**config.mk**
```make
export PLATFORM = sky130hd
export DESIGN_NAME = io_mux_sel_ctrl
export DESIGN_NICKNAME = d
export VERILOG_FILES = /design/src/rtl/io_mux_pkg.sv /design/src/rtl/io_mux_guard_cnt.sv /design/src/rtl/io_mux_sel_ctrl.sv
export SDC_FILE = /design/constraint.sdc
export NUM_CORES = 1
export LEC_CHECK = 0
export ABC_AREA = 1
export BUFFER_PORTS_ARGS = -buffer_cell sky130_fd_sc_hd__buf_2
export CELL_PAD_IN_SITES_DETAIL_PLACEMENT = 1
export CELL_PAD_IN_SITES_GLOBAL_PLACEMENT = 2
export CORE_MARGIN = 10
export CORE_UTILIZATION = 32
export DETAILED_ROUTE_END_ITERATION = 10
export GPL_ROUTABILITY_DRIVEN = 0
export PLACE_DENSITY = 0.78
export SYNTH_ARGS = -nofsm -noshare
export SYNTH_HDL_FRONTEND = slang
export SYNTH_SLANG_ARGS = --single-unit
export TNS_END_PERCENT = 5
```
**constraint.sdc**
```tcl
create_clock -name clk -period 2.8 [get_ports clk]
set_clock_uncertainty 0.05 [all_clocks]
set_input_delay 0.56 -clock clk [delete_from_list [all_inputs] [get_ports clk]]
set_output_delay 0.56 -clock clk [all_outputs]
set_load 0.03 [all_outputs]
```
**src/rtl/io_mux_pkg.sv**
```systemverilog
// Shared types and constants for the IO mux break-before-make sequencer.
package io_mux_pkg;

    typedef enum logic [1:0] {
        IDLE   = 2'd0,
        GATE   = 2'd1,
        SETTLE = 2'd2
    } state_e;

    localparam int SEL_W = 2;

    localparam logic [SEL_W-1:0] FUN_A = 2'b00;
    localparam logic [SEL_W-1:0] FUN_B = 2'b01;
    localparam logic [SEL_W-1:0] FUN_C = 2'b10;
    localparam logic [SEL_W-1:0] FUN_D = 2'b11;

    localparam int GUARD_W = 8;

endpackage

```
**src/rtl/io_mux_guard_cnt.sv**
```systemverilog
// Loadable down counter timing the gate and settle guard intervals.
module io_mux_guard_cnt
    import io_mux_pkg::*;
(
    input  logic               clk,
    input  logic               rst_n,
    input  logic               load,
    input  logic [GUARD_W-1:0] load_val,
    input  logic               dec,
    output logic               zero
);

    logic [GUARD_W-1:0] cnt_q;
    logic [GUARD_W-1:0] cnt_d;

    always_comb begin
        cnt_d = cnt_q;
        if (load) begin
            cnt_d = load_val;
        end else if (dec && (cnt_q != '0)) begin
            cnt_d = cnt_q - GUARD_W'(1);
        end
    end

    always_ff @(posedge clk or negedge rst_n) begin
        if (!rst_n) begin
            cnt_q <= '0;
        end else begin
            cnt_q <= cnt_d;
        end
    end

    assign zero = (cnt_q == '0);

endmodule

```
**src/rtl/io_mux_sel_ctrl.sv**
```systemverilog
// Break-before-make select sequencer for a bank of IO mux cells.
// Optional per-pin lock enabled by defining IO_MUX_CTRL_LOCK_EN.
module io_mux_sel_ctrl
    import io_mux_pkg::*;
#(
    parameter int NUM_PIN   = 8,
    parameter int PIN_W     = $clog2(NUM_PIN),
    parameter int GUARD_CYC = 4
) (
    input  logic                   clk,
    input  logic                   rst_n,
    input  logic [1:0]             testmode,
    input  logic                   cfg_vld,
    output logic                   cfg_rdy,
    input  logic [PIN_W-1:0]       cfg_pin,
    input  logic [SEL_W-1:0]       cfg_sel,
    input  logic                   cfg_dbg,
    input  logic                   cfg_lock,
    output logic [2*NUM_PIN-1:0]   fun_sel_o,
    output logic [NUM_PIN-1:0]     dbg_en_o,
    output logic [NUM_PIN-1:0]     oe_gate_n,
    output logic                   busy,
    output logic                   done,
    output logic                   err
);

    if (GUARD_CYC < 1 || GUARD_CYC > 255) begin : g_bad_guard
        $error("GUARD_CYC out of range 1..255");
    end

    localparam logic [GUARD_W-1:0] RELOAD = GUARD_W'(GUARD_CYC - 1);

    state_e state_q, state_d;

    logic [PIN_W-1:0]     pin_q, pin_d;
    logic [SEL_W-1:0]     sel_q, sel_d;
    logic                 dbg_q, dbg_d;
    logic [2*NUM_PIN-1:0] fun_sel_q, fun_sel_d;
    logic [NUM_PIN-1:0]   dbg_en_q, dbg_en_d;
    logic [NUM_PIN-1:0]   gate_n_q, gate_n_d;
    logic                 busy_q, busy_d;
    logic                 done_q, done_d;
    logic                 err_q, err_d;

    logic                 cnt_load;
    logic                 cnt_dec;
    logic                 cnt_zero;

    logic [31:0]          pin_ext;
    logic [31:0]          pin_q_ext;
    logic                 accept;
    logic                 out_of_range;
    logic                 pin_locked;
    logic [SEL_W-1:0]     cur_sel;
    logic                 cur_dbg;

`ifdef IO_MUX_CTRL_LOCK_EN
    logic [NUM_PIN-1:0]   lock_q, lock_d;
    logic                 lock_req_q, lock_req_d;
`else
    logic                 unused_lock;
    assign unused_lock = cfg_lock;
`endif

    assign pin_ext      = 32'(cfg_pin);
    assign pin_q_ext    = 32'(pin_q);
    assign cfg_rdy      = (state_q == IDLE) && (testmode == 2'b00);
    assign accept       = cfg_vld && cfg_rdy;
    assign out_of_range = (pin_ext >= 32'(NUM_PIN));

    // Current settings of the requested pin, for the no-change shortcut.
    always_comb begin
        cur_sel    = '0;
        cur_dbg    = 1'b0;
        pin_locked = 1'b0;
        for (int k = 0; k < NUM_PIN; k++) begin
            if (pin_ext == 32'(k)) begin
                cur_sel = fun_sel_q[2*k +: 2];
                cur_dbg = dbg_en_q[k];
`ifdef IO_MUX_CTRL_LOCK_EN
                pin_locked = lock_q[k];
`endif
            end
        end
    end

    always_comb begin
        state_d   = state_q;
        pin_d     = pin_q;
        sel_d     = sel_q;
        dbg_d     = dbg_q;
        fun_sel_d = fun_sel_q;
        dbg_en_d  = dbg_en_q;
        gate_n_d  = gate_n_q;
        busy_d    = busy_q;
        done_d    = 1'b0;
        err_d     = 1'b0;
        cnt_load  = 1'b0;
        cnt_dec   = 1'b0;
`ifdef IO_MUX_CTRL_LOCK_EN
        lock_d     = lock_q;
        lock_req_d = lock_req_q;
`endif
        unique case (state_q)
            IDLE: begin
                if (accept) begin
                    if (out_of_range || pin_locked) begin
                        err_d = 1'b1;
                    end else if (cfg_sel == cur_sel && cfg_dbg == cur_dbg) begin
                        done_d = 1'b1;
`ifdef IO_MUX_CTRL_LOCK_EN
                        for (int k = 0; k < NUM_PIN; k++) begin
                            if (pin_ext == 32'(k) && cfg_lock) lock_d[k] = 1'b1;
                        end
`endif
                    end else begin
                        state_d  = GATE;
                        pin_d    = cfg_pin;
                        sel_d    = cfg_sel;
                        dbg_d    = cfg_dbg;
                        busy_d   = 1'b1;
                        cnt_load = 1'b1;
`ifdef IO_MUX_CTRL_LOCK_EN
                        lock_req_d = cfg_lock;
`endif
                        for (int k = 0; k < NUM_PIN; k++) begin
                            if (pin_ext == 32'(k)) gate_n_d[k] = 1'b0;
                        end
                    end
                end
            end
            GATE: begin
                if (cnt_zero) begin
                    state_d  = SETTLE;
                    cnt_load = 1'b1;
                    for (int k = 0; k < NUM_PIN; k++) begin
                        if (pin_q_ext == 32'(k)) begin
                            fun_sel_d[2*k +: 2] = sel_q;
                            dbg_en_d[k]         = dbg_q;
`ifdef IO_MUX_CTRL_LOCK_EN
                            if (lock_req_q) lock_d[k] = 1'b1;
`endif
                        end
                    end
                end else begin
                    cnt_dec = 1'b1;
                end
            end
            SETTLE: begin
                if (cnt_zero) begin
                    state_d = IDLE;
                    busy_d  = 1'b0;
                    done_d  = 1'b1;
                    for (int k = 0; k < NUM_PIN; k++) begin
                        if (pin_q_ext == 32'(k)) gate_n_d[k] = 1'b1;
                    end
                end else begin
                    cnt_dec = 1'b1;
                end
            end
            default: begin
                state_d = IDLE;
            end
        endcase
    end

    always_ff @(posedge clk or negedge rst_n) begin
        if (!rst_n) begin
            state_q   <= IDLE;
            pin_q     <= '0;
            sel_q     <= '0;
            dbg_q     <= 1'b0;
            fun_sel_q <= '0;
            dbg_en_q  <= '0;
            gate_n_q  <= '1;
            busy_q    <= 1'b0;
            done_q    <= 1'b0;
            err_q     <= 1'b0;
`ifdef IO_MUX_CTRL_LOCK_EN
            lock_q     <= '0;
            lock_req_q <= 1'b0;
`endif
        end else begin
            state_q   <= state_d;
            pin_q     <= pin_d;
            sel_q     <= sel_d;
            dbg_q     <= dbg_d;
            fun_sel_q <= fun_sel_d;
            dbg_en_q  <= dbg_en_d;
            gate_n_q  <= gate_n_d;
            busy_q    <= busy_d;
            done_q    <= done_d;
            err_q     <= err_d;
`ifdef IO_MUX_CTRL_LOCK_EN
            lock_q     <= lock_d;
            lock_req_q <= lock_req_d;
`endif
        end
    end

    io_mux_guard_cnt u_guard_cnt (
        .clk      (clk),
        .rst_n    (rst_n),
        .load     (cnt_load),
        .load_val (RELOAD),
        .dec      (cnt_dec),
        .zero     (cnt_zero)
    );

    assign fun_sel_o = fun_sel_q;
    assign dbg_en_o  = dbg_en_q;
    assign oe_gate_n = gate_n_q;
    assign busy      = busy_q;
    assign done      = done_q;
    assign err       = err_q;

endmodule
```
==> results of run 1 <==
[synth_stat cells]
cell	count
a22oi_4	1
o21ai_0	29
nor3_2	5
o22ai_1	3
buf_2	4
nand3_1	18
or2_0	2
o21ai_1	11
nor2_4	1
inv_2	3
buf_6	2
nor2_2	1
inv_1	33
nor2_1	21
nand2_1	102
or2_2	7
nand2_2	3
buf_4	2
a21oi_1	2
nand4_1	14
nor3_1	10
ha_1	4
a21oi_2	1
dfrtp_1	42
dfstp_2	8
clkinv_1	2
or3b_1	1
nand3_2	2
nor4_1	1
and2_1	1
clkbuf_1	1
xor2_1	7
conb_1	1
[worst paths after layout]
| path | start | cells after the start | endpoint |
|---|---|---|---|
| max in group asynchronous | rst_n | 2 | oe_gate_n[6]$_DFFE_PN1P_ |
| min in group clk | oe_gate_n[0]$_DFFE_PN1P_ | 2 | oe_gate_n[0]$_DFFE_PN1P_ |
| max reg2reg | u_guard_cnt.cnt_q[0]$_DFFE_PN0P_ | 9 | fun_sel_o[12]$_DFFE_PN0P_ |
| max | cfg_pin[0] | 13 | sel_q[1]$_DFFE_PN0P_ |
| min reg2reg | oe_gate_n[0]$_DFFE_PN1P_ | 2 | oe_gate_n[0]$_DFFE_PN1P_ |
| min | rst_n | 1 | u_guard_cnt.cnt_q[5]$_DFFE_PN0P_ |
[power by group]
part	switching [uW]	total, uW	internal [uW]
Clock	249	448	199
Combinational	948	1410	465
Sequential	169	1130	956
[area by class of cell]
| cell class | instances | area share [%] |
|---|---|---|
| Clock buffer | 6 | 2.607 |
| Clock inverter | 2 | 0.3949 |
| Inverter | 38 | 4.502 |
| Multi-Input combinational cell | 248 | 39.38 |
| Sequential cell | 50 | 39.81 |
| Tap cell | 105 | 4.147 |
| Timing Repair Buffer | 52 | 9.163 |
[metrics by stage]
stage | total power, uW | utilization, % | instance area (sq um) | hold WS, ps
global route | 3266 | 38.56 | 3168 | 236.1
detailed placement | 2579 | 37.40 | 3073 | 414.2
CTS | 3045 | 38.56 | 3168 | 221.1
floorplan | 2124 | - | 2713 | 214.4
finish | 2986 | 38.56 | 3168 | 199.7
global placement | 2535 | 37.40 | 3073 | 402.9
[worst register-to-register path, cell delays in order, from the launching register on]
cell and delay, ps:
dfrtp_1 370, inv_1 100, ha_1 210, nand2_1 80, nor3_2 120, or3b_1 500, nor2_4 260, nand2_1 210
nand2_1 110, o21ai_0 90
[state kept, by name (all words and copies together) (netlist names)]
signal and flops:
busy 1, dbg_en_o 8, dbg_q 1, done 1, fun_sel_o 16, oe_gate_n 8, pin_q 3, sel_q 2
state_q 2, u_guard_cnt.cnt_q 8
[kinds of logic (layout without fill, tap and decap cells)]
kind of cell	Yosys count	after routing
compound gates	47	47
simple gates	189	189
flops	50	50
fa+ha+maj	4	4
buf+inv	47	98
other cells	1	1
xor+xnor	7	7
[per-layer routing]
metal	share of wire, %	wire length, um	global-route usage, %	vias to the layer above
li1	-	-	-	1218
met4	0.34	26	2.369	0
met5	0	0	0	-
met2	48	3743	21.41	43
met3	5.5	429	3.887	2
met1	46	3540	15.77	1179
==> results.ini, run 1 <==
[outcome]
outcome = finished clean

[global_route]
grt_max_degree = 28
grt-ovfl-total = 0
antenna_found_initial = 0
grt_pass1_vias = 2604
grt_usage_pct = 12.71
grt_pass1_wl_um = 13410

[drt]
vias = 2442
routedWlPerCell_um = 15.45
ant_nets = 0
drt_iter0_markers = 55
routed_wl_um = 7740
drcViolationCount = 0
vias_per_cell = 4.874
dr.pass1.iters = 4

[power]
power.leakage_uw = 0.001608
ir_worst_vdd_uv = 260.4
power.density_nw_per_um2 = 942.5

[hold_path]
hp-class = in -> async

[worst_setup_path]
slowest_stage = or2_2
r2r_setup_slack_ps = 580
slowest_delay_ps = 340
crit_chain = buf_2 -> inv_2 -> nand3_1 -> or2_2 -> nand2_1 -> nand2_1 -> nand2_1 -> nand2_1 -> nor2_2 -> nand2_2 -> nand2_1 -> nand2_1 -> o21ai_1
cp-end-kind = flip-flop
crit_type = in -> reg
cp.required_ps = 2980
critical-path-top-delay-family = simple AND/OR/NAND/NOR gates
cp_num_buf_inv = 2
crit_fanout = 12
cp-start-kind = input pin
crit_path_frequent_cell = nand2_1
arrival_ps = 2510

[synthesis]
synth_top_cell_by_area = dfrtp_1
syn_area_sq_um = 2713
synth_seq_area_share_pct = 46.49
synth_seq_cells = 50
syn_inst = 345
synth_fp_nets = 361
synthXorXnorAreaFrac_pct = 2.260
synth_mux_area_share_pct = 0
avgSynthCellArea_sq_um = 7.863
synthSimpleGateAreaFrac_pct = 32.20
yosysTopAreaCellShare_pct = 38.75
synth_fa_ha_area_share_pct = 1.845
netlist_top_cells_area = dfrtp_1 (39%), nand2_1 (14%), dfstp_2 (7.7%)
ys_warn_count = 0
synth_top_family_by_area = simple AND/OR/NAND/NOR gates
synth_compound_area_share_pct = 9.548
synth_cell_types = 33

[die]
initial_core_util_pct = 33.01
die-height_um = 112.1
row_count = 33
ios = 48
die_w_um = 112.1
dieArea_sq_um = 12560
core_sq_um = 8217

[finish]
nNetsFinal = 411
seq_area_sq_um = 1261
stdcell_count = 501
layout_commonest_cell = nand2_1
drive_above_1_share_pct = 23.23
final_cell_mix = nand2_1 (102), buf_2 (45), dfrtp_1 (42), inv_1 (33), o21ai_0 (29)
multi_input_area_sq_um = 1247
syn_to_final_growth_pct = 16.79
diodes = 0
n_fill_cell = 1039

[clock_tree]
cts_num_sinks = 50
clk_pin_slew_worst_paths_ps = 90
cts_setup_buffers = 0
cts_root_buffer = clkbuf_8
h-tree-depth = 2
cts_buffer_depth = 2
cts_buffers = 5
ctsHoldBuffers = 0
ctsResizeCount = 0
cts_tree = done
clk-insertion-delay-late_ps = 300

[timing]
fin_crit_ps = 2338
worst_slew_pin_slew_ps = 594.1
finalSetupViolCount = 0
fmax_ghz = 0.4277
setup-tns-final_ps = 0
min_period_over_period_pct = 83.50
fin_ws_ps = 461.9
rsz0062_at_grt = no
hold_viol = 0
slew_headroom_pct = 60.39
slew_viol_final = 0

[placement]
placed_cells = 493
hpwl_um = 6128
post-place-ws_ps = 122.2
port_buffers = 45

[run]
cap_viol_max_count = 0

Note: power is estimated with default switching activity, not from simulation.
==> run 2: changes to the inputs <==
CORE_UTILIZATION = 29   (was 32)
PLACE_DENSITY = 0.74   (was 0.78)
clock period = 1.96 ns   (was 2.8 ns; I/O delays follow)
==> run 2 against run 1 <==
Worst setup slack lost 630 ps. Sequential power grew 42%. Hold slack gained 100 ps. Non-clock buffer count grew 37. Largest cell class is now multi-input gates. Combinational power grew 77%. The flow now finishes with violations (negative setup slack). Cell count grew 8.8%. Critical path type is now reg -> reg. Die area grew 8.5%. Core utilization grew 1.4 points. Register-to-register slack lost 750 ps. Flip-flop and latch count is the same. Largest power group unchanged. First-iteration DRC count grew 9.1%. Critical path depth shrank 3.
==> results.ini, run 2 (same netlist as run 1, synthesis figures left out) <==
[hold_path]
holdPathStages = 3
min_to = sel_q[0]$_DFFE_PN0P_
hp-class = in -> reg  ; was in -> async
hold_start = cfg_sel[0]

[worst_setup_path]
slowest_delay_ps = 470  ; was 340 ps
rr_worst_depth = 10  ; was 9
crit_type = reg -> reg  ; was in -> reg
crit_fanout = 6  ; was 12
arrival_ps = 2320  ; was 2510 ps
cp-start-kind = flip-flop  ; was input pin
crit_chain = inv_1 -> ha_4 -> nand2_4 -> nor3_4 -> or3b_4 -> a22oi_4 -> buf_4 -> nand4_1 -> nand2_1 -> nand2_1  ; was buf_2 -> inv_2 -> nand3_1 -> or2_2 -> nand2_1 -> nand2_1 -> nand2_1 -> nand2_1 -> nor2_2 -> nand2_2 -> nand2_1 -> nand2_1 -> o21ai_1
critical-path-top-delay-family = simple AND/OR/NAND/NOR gates  ; unchanged
cp.required_ps = 2150  ; was 2980 ps
r2r_end = oe_gate_n[4]$_DFFE_PN1P_  ; was fun_sel_o[12]$_DFFE_PN0P_
cp_num_buf_inv = 2  ; unchanged
rr_startpoint = u_guard_cnt.cnt_q[1]$_DFFE_PN0P_  ; was u_guard_cnt.cnt_q[0]$_DFFE_PN0P_
cp-end-kind = flip-flop  ; unchanged
slowest_stage = or3b_4  ; was or2_2
crit_path_frequent_cell = nand2_1  ; unchanged
cp.depth = 10  ; was 13
r2r_setup_slack_ps = -170  ; was 580 ps

[drt]
routed_wl_um = 8293  ; was 7740 um
vias = 2590  ; was 2442
routedWlPerCell_um = 15.22  ; was 15.45 um
ant_nets = 0  ; unchanged
drt_iter0_markers = 60  ; was 55
dr.pass1.iters = 4  ; unchanged
vias_per_cell = 4.752  ; was 4.874
drcViolationCount = 0  ; unchanged

[clock_tree]
clk-insertion-delay-late_ps = 300  ; about the same
cts_buffer_depth = 2  ; unchanged
cts_tree = done  ; unchanged
h-tree-depth = 2  ; unchanged
clk_pin_slew_worst_paths_ps = 90  ; about the same
cts_root_buffer = clkbuf_8  ; unchanged
cts_num_sinks = 50  ; unchanged
cts_buffers = 5  ; unchanged

[die]
row_count = 35  ; was 33
dieArea_sq_um = 13620  ; was 12560 sq um
die-height_um = 116.7  ; was 112.1 um
core_sq_um = 9153  ; was 8217 sq um
die_w_um = 116.7  ; was 112.1 um
initial_core_util_pct = 29.64  ; was 33.01%
ios = 48  ; unchanged

[finish]
diodes = 0  ; unchanged
post-route-util_pct = 39.92  ; was 38.56%
drive_above_1_share_pct = 35.71  ; was 23.23%
nNetsFinal = 449  ; was 411
final_cell_mix = nand2_1 (89), dfrtp_1 (42), buf_2 (42), buf_4 (39), inv_1 (30)  ; was nand2_1 (102), buf_2 (45), dfrtp_1 (42), inv_1 (33), o21ai_0 (29)
largest_register_ffs = 16  ; unchanged
syn_to_final_growth_pct = 34.69  ; was 16.79%
layout_commonest_cell = nand2_1  ; unchanged

[timing]
fmax_ghz = 0.4692
finalSetupViolCount = 36  ; was 0
slew_viol_final = 0  ; unchanged
min_period_over_period_pct = 108.7
fin_ws_ps = -171.5  ; was 461.9 ps
rsz0062_at_grt = yes  ; was no
fin_crit_ps = 2131
setup-tns-final_ps = -2301  ; was 0 ps
hold_viol = 0  ; unchanged

[outcome]
failed_checks = negative setup slack
outcome = complete, but fails checks  ; was finished clean

[placement]
hpwl_um = 6377  ; was 6128 um
port_buffers = 45  ; unchanged

[global_route]
grt_usage_pct = 12.79  ; was 12.71%
grt_max_degree = 35  ; was 28
antenna_found_initial = 0  ; unchanged
grt_pass1_wl_um = 13890  ; was 13410 um
grt_pass1_vias = 2773  ; was 2604
grt-ovfl-total = 0  ; unchanged

[run]
cap_viol_max_count = 0  ; unchanged

[power]
ir_worst_vdd_uv = 458.0  ; was 260.4 uV
power.leakage_uw = 0.001852  ; was 0.001608 uW
power.density_nw_per_um2 = 1319  ; was 942.5 nW/um^2

## run 2: changes by cell type in the layout (fill, tap and decap cells not counted), sizes merged
| cell | delta |
|---|---|
| bufinv | +1 |
| clkinv | -1 |
| dlygate4sd3 | +1 |
| nor2 | +1 |
| clkbuf | +3 |
| clkinvlp | -1 |
| buf | +34 |
## run 2: repair_timing
action	4_1_cts	5_1_grt
hold buffers	1	0
buffers inserted	6	1
endpoints found under the setup margin	44	50
resized for setup	11	26
endpoints found under the hold margin	12	0
gates cloned	1	0
pin swaps	2	3
## run 2: cell type report
class,count,area [sq um]
fill,1098,5499
clock buffer,7,76.32
timing repair buffer,89,610.6
clock inverter,1,30.03
tap,111,138.9
inverter,38,152.6
sequential,50,1261
multi-input combinational,249,1384
## run 2: how the worst max path moves through the flow
stage	startpoint	end	slack [ps]
4_1_cts	u_guard_cnt.cnt_q[0]$_DFFE_PN0P_	oe_gate_n[0]$_DFFE_PN1P_	-140
3_5_place_dp	cfg_pin[2]	oe_gate_n[4]$_DFFE_PN1P_	-340
5_1_grt	u_guard_cnt.cnt_q[1]$_DFFE_PN0P_	oe_gate_n[3]$_DFFE_PN1P_	-290
6_report	u_guard_cnt.cnt_q[1]$_DFFE_PN0P_	oe_gate_n[4]$_DFFE_PN1P_	-170
2_1_floorplan	state_q[1]$_DFFE_PN0P_	oe_gate_n[2]$_DFFE_PN1P_	-10
3_3_place_gp	cfg_pin[2]	oe_gate_n[6]$_DFFE_PN1P_	-310
## run 2: per-layer routing
metal  GRT usage (%)  vias up  wire length, um  part of all wire, %
met2           23.36       27             4302                   52
met1           15.13     1268             3642                   44
li1                -     1291                -                    -
met3           2.517        4              300                  3.6
met4           2.471        0               48                 0.58
met5               0        -                0                    0
## run 2: per-stage QoR
| step | setup WS, ps | instance area, sq um | total power (uW) | cells | hold slack, ps |
|---|---|---|---|---|---|
| 2_1_floorplan | -13.96 | 2771 | 3150 | 345 | 46.41 |
| 3_3_place_gp | -309.7 | 3367 | 3864 | 528 | 303.5 |
| 3_5_place_dp | -340.2 | 3367 | 3950 | 528 | 303.4 |
| 4_1_cts | -135.8 | 3561 | 4793 | 544 | 295.7 |
| 5_1_grt | -285.1 | 3654 | 5237 | 545 | 324.0 |
| 6_report | -171.5 | 3654 | 4818 | 545 | 302.5 |
## run 2: power breakdown
part / total, uW / switching (uW) / internal, uW
combinational: 2500 / 1570 / 928
sequential: 1600 / 231 / 1370
clock: 720 / 338 / 382
## run 2: worst reg2reg max path: cells and delay by family (launching register included)
kind	cells	cell delay [ps]
buf+inv	2	300
fa+ha+maj	1	150
compound gates	1	300
simple gates	6	880
flops	1	390
